--- config.mk ---
export PLATFORM = sky130hd
export DESIGN_NAME = mac_sched
export DESIGN_NICKNAME = d
export VERILOG_FILES = /design/src/rtl/mac_sched.sv
export SDC_FILE = /design/constraint.sdc
export NUM_CORES = 1
export LEC_CHECK = 0
export CAP_MARGIN = 20
export CORE_ASPECT_RATIO = 0.8
export CORE_UTILIZATION = 40
export CTS_CLUSTER_DIAMETER = 100
export DETAILED_ROUTE_END_ITERATION = 12
export PLACE_DENSITY_LB_ADDON = 0.12
export SLEW_MARGIN = 30
export SYNTH_ARGS = -nofsm -noshare
export SYNTH_HDL_FRONTEND = slang
export SYNTH_SLANG_ARGS = --single-unit
--- constraint.sdc ---
create_clock -name clk -period 3.1 [get_ports clk]
set_clock_uncertainty 0.1 [all_clocks]
set_input_delay 0.465 -clock clk [delete_from_list [all_inputs] [get_ports clk]]
set_output_delay 0.465 -clock clk [all_outputs]
set_load 0.1 [all_outputs]
--- src/rtl/mac_sched.sv ---
// Two-requester round-robin burst scheduler with a multiply-accumulate datapath.
// The last product lands one cycle after the final beat, and done pulses two cycles after that beat.
module mac_sched (
  input  logic       clk,
  input  logic       reset_n,
  input  logic [1:0] req,
  input  logic [7:0] req_len,
  input  logic [1:0] op_valid,
  input  logic [7:0] op_a,
  input  logic [7:0] op_b,
  output logic [1:0] op_ready,
  output logic [1:0] gnt,
  output logic       busy,
  output logic [1:0] done,
  output logic [9:0] result0,
  output logic [9:0] result1,
  output logic [1:0] ovf
);

  typedef enum logic [1:0] {S_IDLE, S_RUN, S_DRAIN, S_DONE} state_t;

  state_t      state, state_nxt;
  logic        last_g;
  logic [3:0]  len_q, cnt;
  logic [7:0]  prod;
  logic        prod_vld;
  logic [9:0]  acc;
  logic        ovf_int;
  logic [1:0]  win;
  logic        gi;
  logic        accept;
  logic [3:0]  sel_a, sel_b;
  logic [10:0] sum;
  logic [9:0]  sat;
  logic [9:0]  fin;
  logic        fin_ovf;

  assign gi     = gnt[1];
  assign sel_a  = gi ? op_a[7:4] : op_a[3:0];
  assign sel_b  = gi ? op_b[7:4] : op_b[3:0];
  assign accept = |(op_valid & op_ready);
  assign sum    = {1'b0, acc} + {3'b000, prod};
  assign sat    = sum[10] ? 10'd1023 : sum[9:0];

  // The final product is still in flight while DRAIN exits, so fold it in here.
  assign fin     = prod_vld ? sat : acc;
  assign fin_ovf = ovf_int | (prod_vld & sum[10]);

  // last_g names the requester served most recently; the other one wins a tie.
  always_comb begin
    win = req;
    if (req == 2'b11)
      win = last_g ? 2'b01 : 2'b10;
  end

  always_ff @(posedge clk or negedge reset_n) begin
    if (!reset_n)
      state <= S_IDLE;
    else
      state <= state_nxt;
  end

  always_comb begin
    state_nxt = state;
    case (state)
      S_IDLE:  if (|req) state_nxt = S_RUN;
      S_RUN:   if (accept && (cnt == len_q)) state_nxt = S_DRAIN;
      S_DRAIN: state_nxt = S_DONE;
      S_DONE:  state_nxt = S_IDLE;
      default: state_nxt = S_IDLE;
    endcase
  end

  always_comb begin
    op_ready = (state == S_RUN) ? gnt : 2'b00;
    done     = (state == S_DONE) ? gnt : 2'b00;
    busy     = (state != S_IDLE);
  end

  always_ff @(posedge clk or negedge reset_n) begin
    if (!reset_n) begin
      gnt      <= 2'b00;
      last_g   <= 1'b1;
      len_q    <= 4'd0;
      cnt      <= 4'd0;
      prod     <= 8'd0;
      prod_vld <= 1'b0;
      acc      <= 10'd0;
      ovf_int  <= 1'b0;
      result0  <= 10'd0;
      result1  <= 10'd0;
      ovf      <= 2'b00;
    end else begin
      prod_vld <= accept;
      if (accept) begin
        prod <= {4'b0000, sel_a} * {4'b0000, sel_b};
        cnt  <= cnt + 4'd1;
      end
      if (prod_vld) begin
        acc     <= sat;
        ovf_int <= ovf_int | sum[10];
      end
      case (state)
        S_IDLE: if (|req) begin
          gnt     <= win;
          len_q   <= win[1] ? req_len[7:4] : req_len[3:0];
          acc     <= 10'd0;
          cnt     <= 4'd0;
          ovf_int <= 1'b0;
        end
        S_DRAIN: begin
          if (gi) begin
            result1 <= fin;
            ovf[1]  <= fin_ovf;
          end else begin
            result0 <= fin;
            ovf[0]  <= fin_ovf;
          end
        end
        S_DONE: begin
          last_g <= gi;
          gnt    <= 2'b00;
        end
        default: ;
      endcase
    end
  end

endmodule

==> flow_summary.yaml, run 1 <==
logic_synthesis:
  yosysTopAreaCell: "dfrtp_1"
  syn_inst: 341
  yosysMostFrequentCell: "dfrtp_1"
  avgSynthCellArea_um2: 9.61
  synth.top_cells.by_count: "dfrtp_1 (54), nand2_1 (50), o21ai_0 (27)"
  synth_area_leaders: "dfrtp_1 (41%), ha_1 (9.5%), nand2_1 (5.7%)"
  ys_warn_count: 0
  ys_seq_area_share_pct: 42.0
  ys.flop_type: "dfrtp_1"
  ys_types: 49
  syn_area_mm2: 0.00328
  ys_async_sr_fraction_pct: 100
  synth-seq-cells: 55
  syn-num-nets: 401
  synth.top_cell.area_share_pct: 41.2
  synth_enable_flop_cells: 0
final_layout:
  utilization_pct: 53.2
  fin_cells: 526
  diodes: 0
  layout-drive-gt1-share_pct: 21.8
  nets: 477
  syn2layout_area_growth_pct: 29.0
drt:
  drc: 0
  ant_nets: 0
  viasPerCell: 5.22
  wl_per_cell_um: 14.0
  drt-total-wl_mm: 7.37
  dr.pass1.iters: 4
  num_vias: 2744
  drt_iter0_markers: 127
hold_path:
  hp-class: "input pin to async pin"
grt:
  grt_max_degree: 29
  grt_pass1_wl_mm: 12.4
  antenna_found_initial: 0
  grt_pass1_vias: 2568
  gr-total-overflow: 0
  grt_usage_pct: 18.5
critical_path:
  cp_slowest_cell: "fa_1"
  crit_required_ns: 3.20
  ff2ff_path_depth: 11
  path_class: "input pin to register"
  cp_cell_sequence: "clkdlybuf4s50_1, a32oi_4, fa_1, inv_1, fa_1, ha_1, a21oi_2, o21ai_1, a21oi_2, xor2_1, o21ai_1"
  r2r-start: "gnt[1]"
  endpoint_kind: "register"
  cp.arrival_ns: 3.09
  cp.depth: 11
  critPathMaxFanout: 2
  reg2reg_to: "prod[7]"
  critPathLaunchType: "input pin"
  reg2reg_setup_slack_ns: 0.12
  max_stage_delay_ns: 0.55
  crit_family: "adder cells"
  crit_buf_inv: 2
floorplanning:
  die_w_um: 103
  dieHeight_um: 83.0
  core_mm2: 0.00795
  initial_utilization_pct: 41.3
  io_pins: 59
  die-area_mm2: 0.00856
  row_count: 29
clocking:
  hold_buffers: 0
  cts_tree: "built"
  cts.sinks: 55
  h-tree-depth: 2
  cts_root_buf: "clkbuf_8"
  numCtsBuffers: 5
  clock_latency_ns: 0.31
  path_clk_slew_ns: 0.10
  clock_path_buffers: 2
timing:
  worstMarginPinSlew_ns: 0.731
  fin_crit_ns: 2.99
  finalSetupViolations: 0
  hold_violations: 0
  hold_slack_ns: 0.0789
  rsz0062_at_grt: "true"
  final_max_slew_viol_count: 0
  timing.slew.headroom_pct: 51.3
  fmaxAchievable_ghz: 0.335
  post-route-period-util_pct: 96.4
place:
  placed_cells: 517
  port_buffers: 58
  place.gp.congestion: 0.846
  hpwl_mm: 5.64
power_and_ir_drop:
  vdd_drop_max_v: 0.000562
  leakagePower_nw: 1.98
  power.total_mw: 4.14
  p_per_area_mw_per_mm2: 979
run_status:
  status: "finished, final reports clean"
job:
  maxCapViolCount: 0
[state kept, by name, indices dropped and copies added, names as in the netlist]
register and flops:
prod 8, last_g 1, prod_vld 1, ovf_int 1
state 2, cnt 4, result1 10, ovf 2
acc 10, result0 10, len_q 4, gnt 2
[per-layer routing]
layer	part of all wire [%]	GRT usage, %	wire (um)
met5	0	0	0
met2	43	26.8	3180
met3	4.2	3.28	312
met4	0.95	3.97	70
met1	52	28.6	3810
[report_power, final]
group | internal, mW | switching, mW | leakage [nW]
combinational | 0.795 | 1.73 | 1.20
clock | 0.189 | 0.254 | 0.0533
sequential | 0.970 | 0.200 | 0.725
total | 1.95 | 2.19 | 1.98
[area by class of cell]
cell class,instances,area (um^2)
clock buffers,6,82.6
clock inverters,2,20.0
fillers,728,3720
inverters,15,56.3
multi-input cells,259,1860
flip-flops and latches,55,1380
well taps,108,135
repair buffers,81,697
[placed cells by master (no fill, tap or decap), types with 2 or more instances in the layout]
cell type / count
dfrtp_1: 53
nand2_1: 50
buf_4: 50
nor2_1: 26
clkdlybuf4s50_1: 26
ha_1: 25
o21ai_0: 23
a21oi_1: 15
inv_1: 14
xor2_1: 10
a32o_1: 9
o21ai_1: 8
nand3_1: 6
o31ai_1: 6
clkbuf_8: 6
a31oi_1: 5
nand2b_1: 5
a32oi_1: 4
and2_1: 4
xnor2_1: 4
nor3_1: 4
o22ai_1: 4
mux2i_1: 4
fa_1: 4
nor2b_4: 3
nor2b_1: 3
a211oi_2: 3
a21oi_2: 3
o211ai_1: 3
a22o_1: 2
o211ai_2: 2
a31o_2: 2
a21o_1: 2
a21boi_2: 2
dlymetal6s2s_1: 2
[per-stage QoR]
step / instance area, um^2 / setup WS, ns / TNS, ns
after global placement: 4080 / -0.241 / -0.748
after CTS: 4180 / 0.0284 / 0
after floorplan: 3330 / -0.0761 / -0.137
final: 4230 / 0.112 / 0
after global routing: 4230 / -0.0189 / -0.0189
after detailed placement: 4080 / -0.295 / -1.05
[cell families after synthesis]
kind of cell / count (synthesis) / share of synthesized area, %
flip-flops: 55 / 42.0
AO/OA/AOI/OAI: 101 / 21.9
multiplexers: 5 / 1.56
AND/OR/NAND/NOR: 109 / 15.0
XOR/XNOR: 14 / 3.74
buffers and inverters: 27 / 3.17
adder cells (fa/ha/maj): 30 / 12.6
[worst max path at each step]
stage	slack, ns	end	start
floorplan	-0.08	prod[7]	gnt[1]
global placement	-0.24	prod[7]	op_b[2]
detailed placement	-0.29	prod[7]	op_b[3]
CTS	0.03	prod[7]	op_b[3]
global route	-0.02	prod[7]	gnt[1]
finish	0.11	prod[7]	op_a[5]
[timing repair]
action / CTS / global route
buffers inserted: 0 / 1
gates resized for setup: 0 / 13
endpoints found under the setup margin: 0 / 3
Note: power is estimated with default switching activity, not from simulation.
==> run 2, diff against run 1 <==
--- a/config.mk
+++ b/config.mk
@@ -7,6 +7,7 @@
 export LEC_CHECK = 0
 export CAP_MARGIN = 20
 export CORE_ASPECT_RATIO = 0.8
+export CORE_MARGIN = 8
 export CORE_UTILIZATION = 40
 export CTS_CLUSTER_DIAMETER = 100
 export DETAILED_ROUTE_END_ITERATION = 12
==> flow_summary.yaml, run 2 (synthesis results as in run 1) <==
floorplanning:
  row_count: 29
  initial_utilization_pct: 41.3
  die-area_mm2: 0.0114
  core_mm2: 0.00795
  die_w_um: 117
  io_pins: 59
  dieHeight_um: 97.0
drt:
  wl_per_cell_um: 14.9
  drt_iter0_markers: 89
  drc: 0
  dr.pass1.iters: 4
  num_vias: 2694
  drt-total-wl_mm: 7.86
  ant_nets: 0
  viasPerCell: 5.11
timing:
  fmaxAchievable_ghz: 0.329
  post-route-period-util_pct: 98.0
  hold_violations: 0
  finalSetupViolations: 0
  timing.slew.headroom_pct: 50.0
  finalSetupTns_ns: 0
  fin_crit_ns: 3.04
  worstMarginPinSlew_ns: 0.750
  rsz0062_at_grt: "true"
  final_max_slew_viol_count: 0
critical_path:
  endpoint_kind: "register"
  critPathLaunchType: "input pin"
  crit_required_ns: 3.20
  critPathMaxFanout: 2
  path_class: "input pin to register"
  reg2reg_setup_slack_ns: 0.09
  ff2ff_path_depth: 12
  cp.arrival_ns: 3.13
  reg2reg_to: "prod[7]"
  r2r-start: "gnt[1]"
clocking:
  cts_root_buf: "clkbuf_8"
  clock_latency_ns: 0.31
  h-tree-depth: 2
  cts_tree: "built"
  clock_path_buffers: 2
  path_clk_slew_ns: 0.10
  cts.sinks: 55
  numCtsBuffers: 5
hold_path:
  hp-class: "input pin to async pin"
power_and_ir_drop:
  leakagePower_nw: 1.97
  p_per_area_mw_per_mm2: 996
  vdd_drop_max_v: 0.000786
  power.total_mw: 4.21
final_layout:
  syn2layout_area_growth_pct: 29.0
  utilization_pct: 53.2
  reg_top3: "acc (10), result0 (10), result1 (10)"
  diodes: 0
  mostFrequentLayoutCells: "dfrtp_1 (53), buf_4 (51), nand2_1 (50), clkdlybuf4s50_1 (27), nor2_1 (26)"
  final_common_cell: "dfrtp_1"
  nets: 478
  n_fill_cell: 747
  layout-drive-gt1-share_pct: 22.2
job:
  maxCapViolCount: 0
grt:
  grt_max_degree: 24
  grt_pass1_vias: 2676
  grt_pass1_wl_mm: 13.1
  grt_usage_pct: 14.0
  antenna_found_initial: 0
  gr-total-overflow: 0
run_status:
  status: "finished, final reports clean"
place:
  place.gp.congestion: 0.834
  port_buffers: 58
  hpwl_mm: 6.13
## run 2: layer usage
| metal | vias up | global-route usage, % | wire (um) |
|---|---|---|---|
| li1 | 1365 | - | - |
| met1 | 1283 | 20.4 | 3940 |
| met2 | 41 | 21.2 | 3630 |
| met3 | 5 | 2.48 | 234 |
| met4 | 0 | 2.65 | 45 |
| met5 | - | 0 | 0 |
## run 2: worst max-delay path by stage
stage / start / end / slack [ns] / cells after the start
after floorplan: gnt[1] / prod[7] / -0.08 / 12
after global placement: op_b[2] / prod[7] / -0.24 / 12
after detailed placement: op_b[2] / prod[7] / -0.32 / 12
after CTS: op_b[2] / prod[7] / 0.03 / 12
after global routing: gnt[1] / prod[6] / -0.03 / 12
final: op_b[2] / prod[7] / 0.06 / 12
## run 2: through the flow
step	worst slack (ns)	hold WS (ns)	area (um^2)	cells
finish	0.0618	0.00352	4230	527
global route	-0.0303	0.0308	4230	527
CTS	0.0286	0.0131	4180	525
detailed placement	-0.315	0.359	4060	517
global placement	-0.239	0.356	4060	517
floorplan	-0.0761	0.0694	3330	341
## run 2: power by group
| part | internal (mW) | switching, mW | leakage, nW |
|---|---|---|---|
| sequential | 0.969 | 0.188 | 0.725 |
| combinational | 0.799 | 1.76 | 1.19 |
| clock | 0.244 | 0.253 | 0.0548 |
## run 2: final cells by class
class                   instances  area (um^2)  area share, %
inverters                      15         56.3           1.33
flip-flops and latches         55         1380           32.7
multi-input cells             259         1840           43.6
well taps                     108          135           3.20
clock buffers                   5         68.8           1.63
clock inverters                 3         46.3           1.09
repair buffers                 82          696           16.5
## run 2: critical path, cell delays in order
cell	delay, ns
clkdlybuf4s50_1	0.44
nor2b_2	0.16
a32oi_2	0.08
fa_1	0.55
inv_1	0.05
fa_1	0.47
ha_1	0.30
a21oi_2	0.15
o21ai_1	0.09
a21oi_2	0.14
xor2_1	0.15
o21ai_1	0.07
## run 2: what timing repair did
action | in CTS | in global routing
hold buffers | 0 | 0
hold endpoints to repair | 0 | 0
setup buffers | 0 | 2
setup endpoints to repair | 0 | 2
resized for setup | 0 | 8
